### config.mk
export PLATFORM = sky130hd
export DESIGN_NAME = multicycle_controller
export DESIGN_NICKNAME = d
export VERILOG_FILES = /design/src/rtl/multicycle_controller.sv
export SDC_FILE = /design/constraint.sdc
export NUM_CORES = 1
export LEC_CHECK = 0
export ABC_AREA = 1
export CORE_ASPECT_RATIO = 0.9
export CORE_MARGIN = 2
export CORE_UTILIZATION = 38
export DETAILED_ROUTE_END_ITERATION = 12
export MAX_ROUTING_LAYER = met4
export PLACE_DENSITY = 0.82
export SLEW_MARGIN = 20
export SYNTH_ARGS = -nofsm -noshare
export SYNTH_HDL_FRONTEND = slang
export SYNTH_SLANG_ARGS = --single-unit
### constraint.sdc
create_clock -name clk -period 2 [get_ports clk]
set_input_delay 0.4 -clock clk [delete_from_list [all_inputs] [get_ports clk]]
set_output_delay 0.4 -clock clk [all_outputs]
set_load 0.02 [all_outputs]
### src/rtl/multicycle_controller.sv
// Multicycle control unit for the 32-bit ARM-subset processor.
// Sequences each instruction through its states, drives datapath strobes and selects, and holds NZCV.
module multicycle_controller (
    input  logic        clk,
    input  logic        reset,
    input  logic [31:0] instr,
    input  logic [3:0]  alu_flags,
    output logic        pc_write,
    output logic        ir_write,
    output logic        mem_write,
    output logic        reg_write,
    output logic        adr_src,
    output logic        alu_src_a,
    output logic [1:0]  alu_src_b,
    output logic [1:0]  result_src,
    output logic [1:0]  alu_control,
    output logic [1:0]  imm_src,
    output logic [3:0]  flags
);

    // state  | meaning
    // FETCH  | read instruction at PC, load IR, PC <= PC+4
    // DECODE | read registers, form PC+8, latch condition result
    // MEMADR | compute load/store address
    // MEMRD  | read data memory at computed address
    // MEMWB  | write loaded data to rd (or PC when rd=15)
    // MEMWR  | write data memory
    // EXECR  | data-processing with register operand
    // EXECI  | data-processing with immediate operand
    // ALUWB  | write ALU result to rd (or PC when rd=15)
    // BRANCH | PC <= PC+8+offset when condition holds
    typedef enum logic [3:0] {
        S_FETCH  = 4'd0,
        S_DECODE = 4'd1,
        S_MEMADR = 4'd2,
        S_MEMRD  = 4'd3,
        S_MEMWB  = 4'd4,
        S_MEMWR  = 4'd5,
        S_EXECR  = 4'd6,
        S_EXECI  = 4'd7,
        S_ALUWB  = 4'd8,
        S_BRANCH = 4'd9
    } state_t;

    state_t state, state_next;
    logic   cond_ex, cond_ex_q;

    logic [3:0] cond;
    logic [1:0] op;
    logic [5:0] funct;
    logic [3:0] rd;
    logic       unused_bits;

    assign cond        = instr[31:28];
    assign op          = instr[27:26];
    assign funct       = instr[25:20];
    assign rd          = instr[15:12];
    assign unused_bits = ^{instr[19:16], instr[11:0]};

    logic flag_n, flag_z, flag_c, flag_v;
    assign {flag_n, flag_z, flag_c, flag_v} = flags;

    always_comb begin
        cond_ex = 1'b0;
        case (cond)
            4'b0000: cond_ex = flag_z;
            4'b0001: cond_ex = ~flag_z;
            4'b0010: cond_ex = flag_c;
            4'b0011: cond_ex = ~flag_c;
            4'b0100: cond_ex = flag_n;
            4'b0101: cond_ex = ~flag_n;
            4'b0110: cond_ex = flag_v;
            4'b0111: cond_ex = ~flag_v;
            4'b1000: cond_ex = flag_c & ~flag_z;
            4'b1001: cond_ex = ~flag_c | flag_z;
            4'b1010: cond_ex = (flag_n == flag_v);
            4'b1011: cond_ex = (flag_n != flag_v);
            4'b1100: cond_ex = ~flag_z & (flag_n == flag_v);
            4'b1101: cond_ex = flag_z | (flag_n != flag_v);
            4'b1110: cond_ex = 1'b1;
            default: cond_ex = 1'b0;
        endcase
    end

    // dp_arith: full NZCV update; dp_logic: NZ only; neither means no flag update
    logic [1:0] dp_alu;
    logic       dp_wb, dp_arith, dp_logic;

    always_comb begin
        dp_alu   = 2'b00;
        dp_wb    = 1'b0;
        dp_arith = 1'b0;
        dp_logic = 1'b0;
        case (funct[4:1])
            4'b0100: begin dp_alu = 2'b00; dp_wb = 1'b1; dp_arith = 1'b1; end
            4'b0010: begin dp_alu = 2'b01; dp_wb = 1'b1; dp_arith = 1'b1; end
            4'b0000: begin dp_alu = 2'b10; dp_wb = 1'b1; dp_logic = 1'b1; end
            4'b1100: begin dp_alu = 2'b11; dp_wb = 1'b1; dp_logic = 1'b1; end
            4'b1010: begin dp_alu = 2'b01; dp_arith = 1'b1; end
            default: ;
        endcase
    end

    always_ff @(posedge clk or posedge reset) begin
        if (reset) begin
            state     <= S_FETCH;
            cond_ex_q <= 1'b0;
            flags     <= 4'b0000;
        end else begin
            state <= state_next;
            if (state == S_DECODE)
                cond_ex_q <= cond_ex;
            if ((state == S_EXECR || state == S_EXECI) && funct[0] && cond_ex_q) begin
                if (dp_arith)
                    flags <= alu_flags;
                else if (dp_logic)
                    flags[3:2] <= alu_flags[3:2];
            end
        end
    end

    logic pc_write_s, ir_write_s, mem_write_s, reg_write_s;
    logic wb_pc, wb_reg;

    assign wb_pc  = cond_ex_q & (rd == 4'd15);
    assign wb_reg = cond_ex_q & (rd != 4'd15);

    always_comb begin
        state_next  = S_FETCH;
        pc_write_s  = 1'b0;
        ir_write_s  = 1'b0;
        mem_write_s = 1'b0;
        reg_write_s = 1'b0;
        adr_src     = 1'b0;
        alu_src_a   = 1'b0;
        alu_src_b   = 2'b00;
        result_src  = 2'b00;
        alu_control = 2'b00;
        case (state)
            S_FETCH: begin
                state_next = S_DECODE;
                ir_write_s = 1'b1;
                pc_write_s = 1'b1;
                alu_src_a  = 1'b1;
                alu_src_b  = 2'b10;
                result_src = 2'b10;
            end
            S_DECODE: begin
                alu_src_a  = 1'b1;
                alu_src_b  = 2'b10;
                result_src = 2'b10;
                case (op)
                    2'b01:   state_next = S_MEMADR;
                    2'b00:   state_next = funct[5] ? S_EXECI : S_EXECR;
                    2'b10:   state_next = S_BRANCH;
                    default: state_next = S_FETCH;
                endcase
            end
            S_MEMADR: begin
                state_next = funct[0] ? S_MEMRD : S_MEMWR;
                alu_src_b  = 2'b01;
            end
            S_MEMRD: begin
                state_next = S_MEMWB;
                adr_src    = 1'b1;
            end
            S_MEMWB: begin
                result_src  = 2'b01;
                reg_write_s = wb_reg;
                pc_write_s  = wb_pc;
            end
            S_MEMWR: begin
                adr_src     = 1'b1;
                mem_write_s = cond_ex_q;
            end
            S_EXECR: begin
                state_next  = S_ALUWB;
                alu_control = dp_alu;
            end
            S_EXECI: begin
                state_next  = S_ALUWB;
                alu_src_b   = 2'b01;
                alu_control = dp_alu;
            end
            S_ALUWB: begin
                reg_write_s = dp_wb & wb_reg;
                pc_write_s  = dp_wb & wb_pc;
            end
            S_BRANCH: begin
                alu_src_b  = 2'b01;
                result_src = 2'b10;
                pc_write_s = cond_ex_q;
            end
            default: state_next = S_FETCH;
        endcase
    end

    // Strobes drop combinationally with reset so no partial write survives the reset cycle
    assign pc_write  = pc_write_s  & ~reset;
    assign ir_write  = ir_write_s  & ~reset;
    assign mem_write = mem_write_s & ~reset;
    assign reg_write = reg_write_s & ~reset;
    assign imm_src   = op;

endmodule

==> flow_metrics.tcl <==
set metrics [dict create \
    status "finished, final reports clean" \
    clk_latency_ns 0.26 \
    gp_congestion 0.857 \
    grt-ovfl-total 0 \
    maxSlewHeadroom_pct 75.2 \
    layout.nets 244 \
    async_reset_ff_share_pct 100 \
    avgSynthCellArea_um2 5.80 \
    hold_path.class "reg -> reg" \
    required_ns 1.60 \
    max_freq_ghz 0.516 \
    synth_compound_area_share_pct 15.1 \
    vias 1145 \
    rows 16 \
    drive_gt1_share_pct 20.0 \
    synth_area_um2 853 \
    antenna_found_initial 0 \
    p_total_mw 1.37 \
    synth-adder-area-share_pct 0 \
    area_growth_pct 63.8 \
    core_area_um2 2140 \
    cts_setup_buffers 0 \
    ys_ff_latch 9 \
    seq_area_frac_synth_pct 26.4 \
    finalWirelength_um 2550 \
    yosys_warnings 0 \
    initial_core_util_pct 39.8 \
    synth_cell_types 22 \
    peakVddDrop_mv 0.797 \
    synth_top_area_cell "dfrtp_1" \
    crit_type "in -> out" \
    arrival_ns 1.54 \
    post-route-period-util_pct 97.0 \
    path_delay_family "buffers and inverters" \
    holdBufCountCts 0 \
    htreeDepth 1 \
    crit_top_cell "clkdlybuf4s50_1" \
    clockRootBuffer "clkbuf_4" \
    slowest_delay_ns 0.62 \
    clk_pin_slew_ns 0.06 \
    routedWlPerCell_um 11.0 \
    crit_chain "clkdlybuf4s50_1 > clkdlybuf4s50_1" \
    leakage_nw 0.751 \
    synth_top_family_by_area "simple AND/OR/NAND/NOR gates" \
    cp-start-kind "input port" \
    synth_edf_count 0 \
    dieWidth_um 54.0 \
    synth_cells 147 \
    worst_slew_pin_slew_ns 0.372 \
    yosys.area_share.simple_pct 43.1 \
    dpl.hpwl_um 1990 \
    end_kind "output port" \
    fin_util_pct 65.2 \
    min_from "cond_ex_q" \
    fill_cells 197 \
    skew_ns 0.00412 \
    synth_ff_type "dfrtp_1" \
    cts_tree "yes" \
    grt_pass1_wl_um 4120 \
    synthMuxAreaShare_pct 0 \
    path_buf_inv 2 \
    period_needed_ns 1.94 \
    power.density_nw_per_um2 979 \
    clk_path_buf_depth 2 \
    final_common_cell "nand2_1" \
    syn-num-nets 185 \
    rsz0062_at_grt "no" \
    setup_viol 0 \
    grt_pass1_vias 1022 \
    diodes 0 \
    portBuffers 39 \
    grt_usage_pct 21.3 \
    synthXorXnorAreaFrac_pct 0 \
    die_h_um 49.0 \
    synth_area_leaders "dfrtp_1 (26%), nand2_1 (20%), inv_1 (12%)" \
    drv_cap 0 \
    final_cell_mix "nand2_1 (45), inv_1 (28), clkdlybuf4s50_1 (23)" \
    critPathMaxFanout 3 \
    grt_max_degree 10 \
    ant_nets 0 \
    dr.pass1.iters 4 \
    cp_slowest_cell "clkdlybuf4s50_1" \
    r2r_start "state[0]" \
    numCtsBuffers 3 \
    avgViaCountPerCell 4.94 \
    final_hold_viol_count 0 \
    clock-sinks 9 \
    yosysTopAreaCellShare_pct 26.4 \
    ioPinCount 56 \
    worstSetupStartpoint "instr[26]" \
    remaining_drc_errors 0 \
    report.final.slew_viol_count 0 \
    die-area_um2 2640 \
    drt_iter0_drc 31 \
]
## routing by layer
metal / track usage [%] / wire length [um] / part of all wire [%]
met1: 25.8 / 1080 / 42
met2: 35.4 / 1270 / 50
met4: 4.70 / 31 / 1.2
met3: 4.91 / 170 / 6.7
met5: - / 0 / 0
## worst paths after layout
path | end | slack [ns] | depth (start not counted)
min in group asynchronous | state[3] | 0.57 | 3
min reg2reg | cond_ex_q | 0.54 | 2
min | cond_ex_q | 0.54 | 2
max | imm_src[0] | 0.06 | 2
max reg2reg | state[2] | 0.69 | 8
max in group asynchronous | flags[3] | 1.16 | 3
## flip-flops by register name (all words and copies together) (netlist names)
register and cells:
state 4, flags 4, cond_ex_q 1
## where the power goes
| part | switching [mW] | internal [mW] | total, mW |
|---|---|---|---|
| registers | 0.0535 | 0.241 | 0.295 |
| clock network | 0.0650 | 0.0770 | 0.142 |
| logic | 0.522 | 0.410 | 0.932 |
## tightest hold or removal path: stages, from the launching register on
cell	delay [ns]
dfrtp_1	0.38
nand2_1	0.07
nand2_1	0.06
## what timing repair did
action | in CTS | in global routing
pin swaps | 0 | 1
hold endpoints to repair | 0 | 0
setup endpoints to repair | 12 | 9
resized for setup | 35 | 12
## metrics by stage
step | setup TNS (ns) | worst slack (ns) | hold WS [ns] | instance area (um^2) | instances
finish | 0 | 0.0605 | 0.544 | 1400 | 232
global route | 0 | 0.00746 | 0.567 | 1400 | 232
CTS | -0.0259 | -0.0259 | 0.528 | 1400 | 232
detailed placement | -2.37 | -0.545 | 0.513 | 1390 | 228
global placement | -2.19 | -0.483 | 0.498 | 1390 | 228
floorplan | 0 | 0.298 | 0.228 | 853 | 147
## kinds of logic (layout without fill, tap and decap cells)
group | after synthesis | after routing
simple gates | 87 | 87
flops | 9 | 9
buf+inv | 31 | 89
compound gates | 20 | 20
## cells in the mapped netlist, types with 2 or more instances
cell type,instances
o21ai_2,2
nor2_2,2
nand4_1,2
buf_4,2
dfrtp_1,9
nor2_1,17
nand2_1,45
nand3_1,19
o21ai_0,4
inv_1,28
o22ai_1,3
a21oi_1,4
## cell type report
cell class              instances  area, um^2  area share (%)
clock buffers                   4        26.3            1.88
inverters                      28         105            7.52
multi-input cells             107         509            36.4
flip-flops and latches          9         225            16.1
well taps                      27        33.8            2.42
repair buffers                 57         498            35.6
Power figures use the tool's default switching activity.
